[config.mk]
export PLATFORM = sky130hd
export DESIGN_NAME = pack_recv
export DESIGN_NICKNAME = d
export VERILOG_FILES = /design/src/rtl/pack_recv.sv
export SDC_FILE = /design/constraint.sdc
export NUM_CORES = 1
export LEC_CHECK = 0
export CAP_MARGIN = 20
export CORE_UTILIZATION = 50
export DETAILED_ROUTE_END_ITERATION = 7
export DONT_BUFFER_PORTS = 1
export GPL_ROUTABILITY_DRIVEN = 1
export SYNTH_ARGS = -nofsm -noshare
export SYNTH_HDL_FRONTEND = slang
export SYNTH_SLANG_ARGS = --single-unit
[constraint.sdc]
create_clock -name clk -period 5.6 [get_ports clk]
set_input_delay 0.56 -clock clk [delete_from_list [all_inputs] [get_ports clk]]
set_output_delay 0.56 -clock clk [all_outputs]
set_load 0.01 [all_outputs]
[src/rtl/pack_recv.sv]
// pack_recv: receive-side de-framer for the trace link.
// Hunts FF FF FF 7F sync, buffers 16-byte frames, serves them word by word.
module pack_recv #(
  parameter int NPKT         = 4,
  parameter int IDLE_TIMEOUT = 4096,
  parameter int OVF_STRETCH  = 2047
) (
  input  logic        clk,
  input  logic        rst,
  input  logic        ByteAvail,
  input  logic [7:0]  ByteVal,
  output logic        ByteNext,
  output logic        PacketAvail,
  input  logic        PacketNext,
  input  logic        PacketNextWd,
  output logic [15:0] PacketOut,
  output logic        InSync,
  output logic        FrameOverf
);
  localparam int SW = $clog2(NPKT);
  localparam int CW = $clog2(NPKT + 1);
  localparam int TW = $clog2(IDLE_TIMEOUT + 1);
  localparam int OW = $clog2(OVF_STRETCH + 1);
  localparam logic [CW-1:0] FULL  = CW'(NPKT);
  localparam logic [TW-1:0] TLAST = TW'(IDLE_TIMEOUT - 1);
  localparam logic [OW-1:0] OLOAD = OW'(OVF_STRETCH);

  typedef enum logic {HUNT, FRAME} state_t;
  state_t state, state_nx;

  logic [1:0]    cool;
  logic [1:0]    sync_cnt;
  logic [3:0]    idx;
  logic [1:0]    ff_run;
  logic [7:0]    lo;
  logic          discard;
  logic [TW-1:0] idle;
  logic [OW-1:0] ovf;
  logic [SW-1:0] wr_slot;
  logic [SW-1:0] rd_slot;
  logic [SW-1:0] open_slot;
  logic [SW-1:0] open_slot_nx;
  logic [CW-1:0] complete;
  logic [CW-1:0] occ;
  logic          open;
  logic          open_nx;
  logic [2:0]    wd;
  logic [2:0]    wd_nx;
  logic [15:0]   mem [NPKT*8];

  logic cap, is_ff, is_7f;
  logic sync_hit, restart, timeout;
  logic last, commit, drop, take, wr_en;

  assign cap      = ByteAvail && cool == 2'd0;
  assign is_ff    = ByteVal == 8'hFF;
  assign is_7f    = ByteVal == 8'h7F;
  assign sync_hit = cap && state == HUNT && is_7f && sync_cnt == 2'd3;
  assign restart  = cap && state == FRAME && idx == 4'd3
                    && ff_run == 2'd3 && is_7f;
  assign timeout  = state == FRAME && idx != 4'd0 && !cap
                    && idle == TLAST;
  assign last     = cap && state == FRAME && idx == 4'd15;
  assign commit   = last && !discard;
  assign drop     = last && discard;
  assign take     = PacketNext && complete != '0;
  assign occ      = complete + CW'(open);
  assign wr_en    = cap && state == FRAME && idx[0]
                    && !discard && !restart;

  assign PacketAvail = complete != '0;
  assign FrameOverf  = ovf != '0;

  always_ff @(posedge clk)
    if (!rst) state <= HUNT;
    else      state <= state_nx;

  always_comb begin
    state_nx = state;
    unique case (state)
      HUNT:  if (sync_hit) state_nx = FRAME;
      FRAME: if (timeout)  state_nx = HUNT;
    endcase
  end

  always_comb begin
    InSync = 1'b0;
    unique case (state)
      HUNT:  InSync = 1'b0;
      FRAME: InSync = 1'b1;
    endcase
  end

  // Two dead edges after each capture pace the source handshake.
  always_ff @(posedge clk) begin
    if (!rst) begin
      cool     <= '0;
      ByteNext <= 1'b0;
    end else begin
      ByteNext <= cap;
      if (cap)               cool <= 2'd2;
      else if (cool != 2'd0) cool <= cool - 2'd1;
    end
  end

  always_ff @(posedge clk) begin
    if (!rst) begin
      sync_cnt <= '0;
      idx      <= '0;
      ff_run   <= '0;
      lo       <= '0;
      discard  <= 1'b0;
      idle     <= '0;
    end else if (state == HUNT) begin
      idx     <= '0;
      ff_run  <= '0;
      discard <= 1'b0;
      idle    <= '0;
      if (cap) begin
        if (!is_ff)                 sync_cnt <= '0;
        else if (sync_cnt != 2'd3) sync_cnt <= sync_cnt + 2'd1;
      end
    end else if (timeout) begin
      idx      <= '0;
      ff_run   <= '0;
      discard  <= 1'b0;
      idle     <= '0;
      sync_cnt <= '0;
    end else if (cap) begin
      idle <= '0;
      if (restart) begin
        idx     <= '0;
        ff_run  <= '0;
        discard <= 1'b0;
      end else begin
        idx <= idx + 4'd1;
        if (idx == 4'd0) begin
          discard <= occ == FULL;
          ff_run  <= {1'b0, is_ff};
        end else if (idx < 4'd3 && is_ff && ff_run == idx[1:0]) begin
          ff_run <= ff_run + 2'd1;
        end
        if (!idx[0]) lo <= ByteVal;
      end
    end else if (idx != 4'd0) begin
      idle <= idle + TW'(1);
    end else begin
      idle <= '0;
    end
  end

  always_ff @(posedge clk)
    if (wr_en) mem[{wr_slot, idx[3:1]}] <= {ByteVal, lo};

  always_comb begin
    open_nx      = open;
    open_slot_nx = open_slot;
    wd_nx        = wd;
    if (PacketNext) begin
      open_nx = take;
      wd_nx   = '0;
      if (take) open_slot_nx = rd_slot;
    end else if (PacketNextWd && open && wd != 3'd7) begin
      wd_nx = wd + 3'd1;
    end
  end

  // Read address uses next-state pointers so the word lands one cycle after a strobe.
  always_ff @(posedge clk) begin
    if (!rst) begin
      wr_slot   <= '0;
      rd_slot   <= '0;
      open_slot <= '0;
      complete  <= '0;
      open      <= 1'b0;
      wd        <= '0;
      PacketOut <= '0;
      ovf       <= '0;
    end else begin
      open      <= open_nx;
      open_slot <= open_slot_nx;
      wd        <= wd_nx;
      if (take)   rd_slot <= rd_slot + SW'(1);
      if (commit) wr_slot <= wr_slot + SW'(1);
      complete <= complete + CW'(commit) - CW'(take);
      if (open_nx) PacketOut <= mem[{open_slot_nx, wd_nx}];
      if (drop)              ovf <= OLOAD;
      else if (ovf != '0)    ovf <= ovf - OW'(1);
    end
  end
endmodule
==> flow_summary_export.csv <==
group,metric,value,unit
outcome,status,"complete, no violations",
synth,ys_types,55,
synth,synth-edff-count,512,
clock_tree,h-tree-depth,2,
finish,final_cells,2367,
synth,yosysSeqAreaShare,73.3,%
place,gp_routability_congestion,0.853,
synth,synth_cells,1685,
sta,finClkSkew,0.0317,ns
sta,finalSetupViolations,0,
sta,post-route-min-period,3.82,ns
pwr,p_per_area,342,mW/mm^2
worst_setup_path,crit_type,"reg2reg",
sta,holdWs,0.0352,ns
finish,synthToLayoutAreaGrowth,12.3,%
floorplan,dieWidth,217,um
sta,final.setup.tns,0,ns
place,dpl_cell_area,0.0239,sq mm
place,dp_hpwl,35000,um
pwr,worst_ir_drop_vdd,0.000246,V
floorplan,dieArea,0.0469,sq mm
synth,synth_area,0.0230,sq mm
sta,timing.fmax,261,MHz
floorplan,die_y,217,um
clock_tree,cts_resized,0,
place,portBuffers,0,
finish,fin_area,0.0258,sq mm
synth,avgSynthCellArea,13.7,sq um
synth,async_flop_share,0,%
place,dp.cells,2254,
sta,slew_viol_final,0,
clock_tree,cts_buffers,59,
synth,synth_top_flop_cell,"edfxtp_1",
sta,hold_viol,0,
clock_tree,clock-sinks,586,
grt,antenna_found_initial,0,
detailed_routing,routed_wl,59300,um
clock_tree,path_clk_slew,0.06,ns
worst_setup_path,worstPathRequired,6.06,ns
floorplan,start_util,50.7,%
floorplan,core,0.0454,sq mm
detailed_routing,viasPerCell,5.90,
sta,rsz0062_at_grt,"false",
synth,synth.top_cell.area_share,66.8,%
worst_hold_path,hold_path_class,"in2reg",
detailed_routing,drtPass1Iterations,8,
synth,syn_nets,1716,
clock_tree,ctsHoldBuffers,0,
detailed_routing,postRouteAntennaNets,0,
finish,antennaDiodeCount,0,
finish,drive_above_1_share,10.1,%
sta,min_period_over_period,68.3,%
clock_tree,cts_setup_buffers,0,
synth,ys_seq_elements,586,
worst_setup_path,critPathLaunchType,"register",
sta,worst_pin_slew,1.09,ns
run,cap_viol_max_count,0,
synth,synth_area_leaders,"edfxtp_1 (67%), nand2_1 (6.6%), dfxtp_1 (6.4%)",
clock_tree,clockRootBuffer,"clkbuf_16",
worst_hold_path,whs_path_depth,0,
detailed_routing,first_iter_violations,1700,
pwr,power.leakage,9.14,nW
floorplan,ios,33,
detailed_routing,drc_errors,0,
clock_tree,cts_tree,"built",
worst_setup_path,r2r_cells,8,
worst_setup_path,crit_path_end_kind,"register",
synth,yosys_warnings,0,
grt,grt_pass1_wl,87300,um
worst_setup_path,critPathArrivalTime,4.29,ns
synth,yosysTopAreaCell,"edfxtp_1",
sta,setup_ws,1.78,ns
grt,grt_pass1_vias,13000,
place,dp_slack,1.82,ns
synth,synth.most_common_cell,"edfxtp_1",
clock_tree,cts_buffer_depth,3,
finish,fin_nets,1749,
clock_tree,clkLatencyLatePin,0.62,ns
synth,yosys-top-cells-count,"edfxtp_1 (512), nand2_1 (404), nand3_1 (104)",
floorplan,rows,78,
grt,gr-total-overflow,0,
worst_setup_path,crit_path_max_fanout,43,
sta,relSlewSlack,27.1,%
grt,grt_usage,25.5,%
detailed_routing,wire_per_inst,25.1,um
grt,grt_max_degree,93,
detailed_routing,num_vias,14000,
-- critical path: stages, from the launching register on --
cell and delay (ns):
dfxtp_1 0.32, ha_1 0.20, ha_1 0.17, and3b_1 0.52
mux2_4 0.63, buf_4 0.61, mux4_2 0.42, a211oi_1 0.57
o211ai_1 0.16
-- power by group --
| group | switching, mW | internal, mW | total (mW) | leakage (nW) |
|---|---|---|---|---|
| Sequential | 0.0244 | 4.74 | 4.76 | 5.88 |
| Combinational | 0.108 | 0.0919 | 0.200 | 2.32 |
| Clock | 1.63 | 2.26 | 3.88 | 0.936 |
-- layout make-up --
type	count	area [sq um]
clock inverters	30	279
multi-input cells	992	5760
repair buffers	60	495
fillers	3625	19500
flip-flops and latches	586	16900
well taps	600	751
clock buffers	80	1630
inverters	19	71.3
-- logic make-up after synthesis --
| group | Yosys count | synth area share (%) |
|---|---|---|
| buffers and inverters | 107 | 1.90 |
| multiplexers | 83 | 4.56 |
| XOR/XNOR | 27 | 1.03 |
| flip-flops | 586 | 73.3 |
| adder cells (fa/ha/maj) | 18 | 1.01 |
| AO/OA/AOI/OAI | 196 | 5.91 |
| AND/OR/NAND/NOR | 668 | 12.3 |
-- flip-flops by register name, summed over array words and instances, names as in the netlist, 3 cells and up --
signal	cells
idx	4
wd	3
mem	512
ovf	11
idle	13
complete	3
lo	8
PacketOut	16
-- metrics by stage --
| step | util [%] | power, mW |
|---|---|---|
| after floorplan | - | 5.02 |
| after global placement | 52.6 | 5.05 |
| after detailed placement | 52.6 | 5.05 |
| after CTS | 56.8 | 8.88 |
| after global routing | 56.9 | 9.08 |
| final | 56.9 | 8.84 |
-- metal layers --
layer  routed length [um]  track usage, %  up-vias
li1                     -               -     6316
met1                25900            37.4     6976
met2                26500            37.8      580
met3                 5180            5.42       92
met4                 1770            8.36        0
met5                    0               0        -
-- final timing paths --
kind,startpoint,end,slack (ns)
worst max-delay path,wd[0]$_SDFF_PN0_,PacketOut[13]$_SDFFE_PN0P_,1.78
worst min-delay path,ByteVal[4],mem[8][12]$_DFFE_PP_,0.04
worst max register to register,wd[0]$_SDFF_PN0_,PacketOut[13]$_SDFFE_PN0P_,1.78
worst min register to register,idle[12]$_SDFF_PP0_,idle[12]$_SDFF_PP0_,0.44
-- cells in the final DEF (no fill, tap or decap), types with 33 or more instances in the layout --
| master | netlist | layout |
|---|---|---|
| mux2i_1 | 62 | 60 |
| a32oi_1 | 33 | 33 |
| a31oi_1 | 51 | 51 |
| dfxtp_1 | 74 | 74 |
| edfxtp_1 | 512 | 512 |
| nor2_1 | 91 | 88 |
| clkbuf_16 | 0 | 60 |
| nand2_1 | 404 | 404 |
| buf_4 | 3 | 56 |
| nand3_1 | 104 | 104 |
No activity file was read; power rests on OpenSTA's default activity.
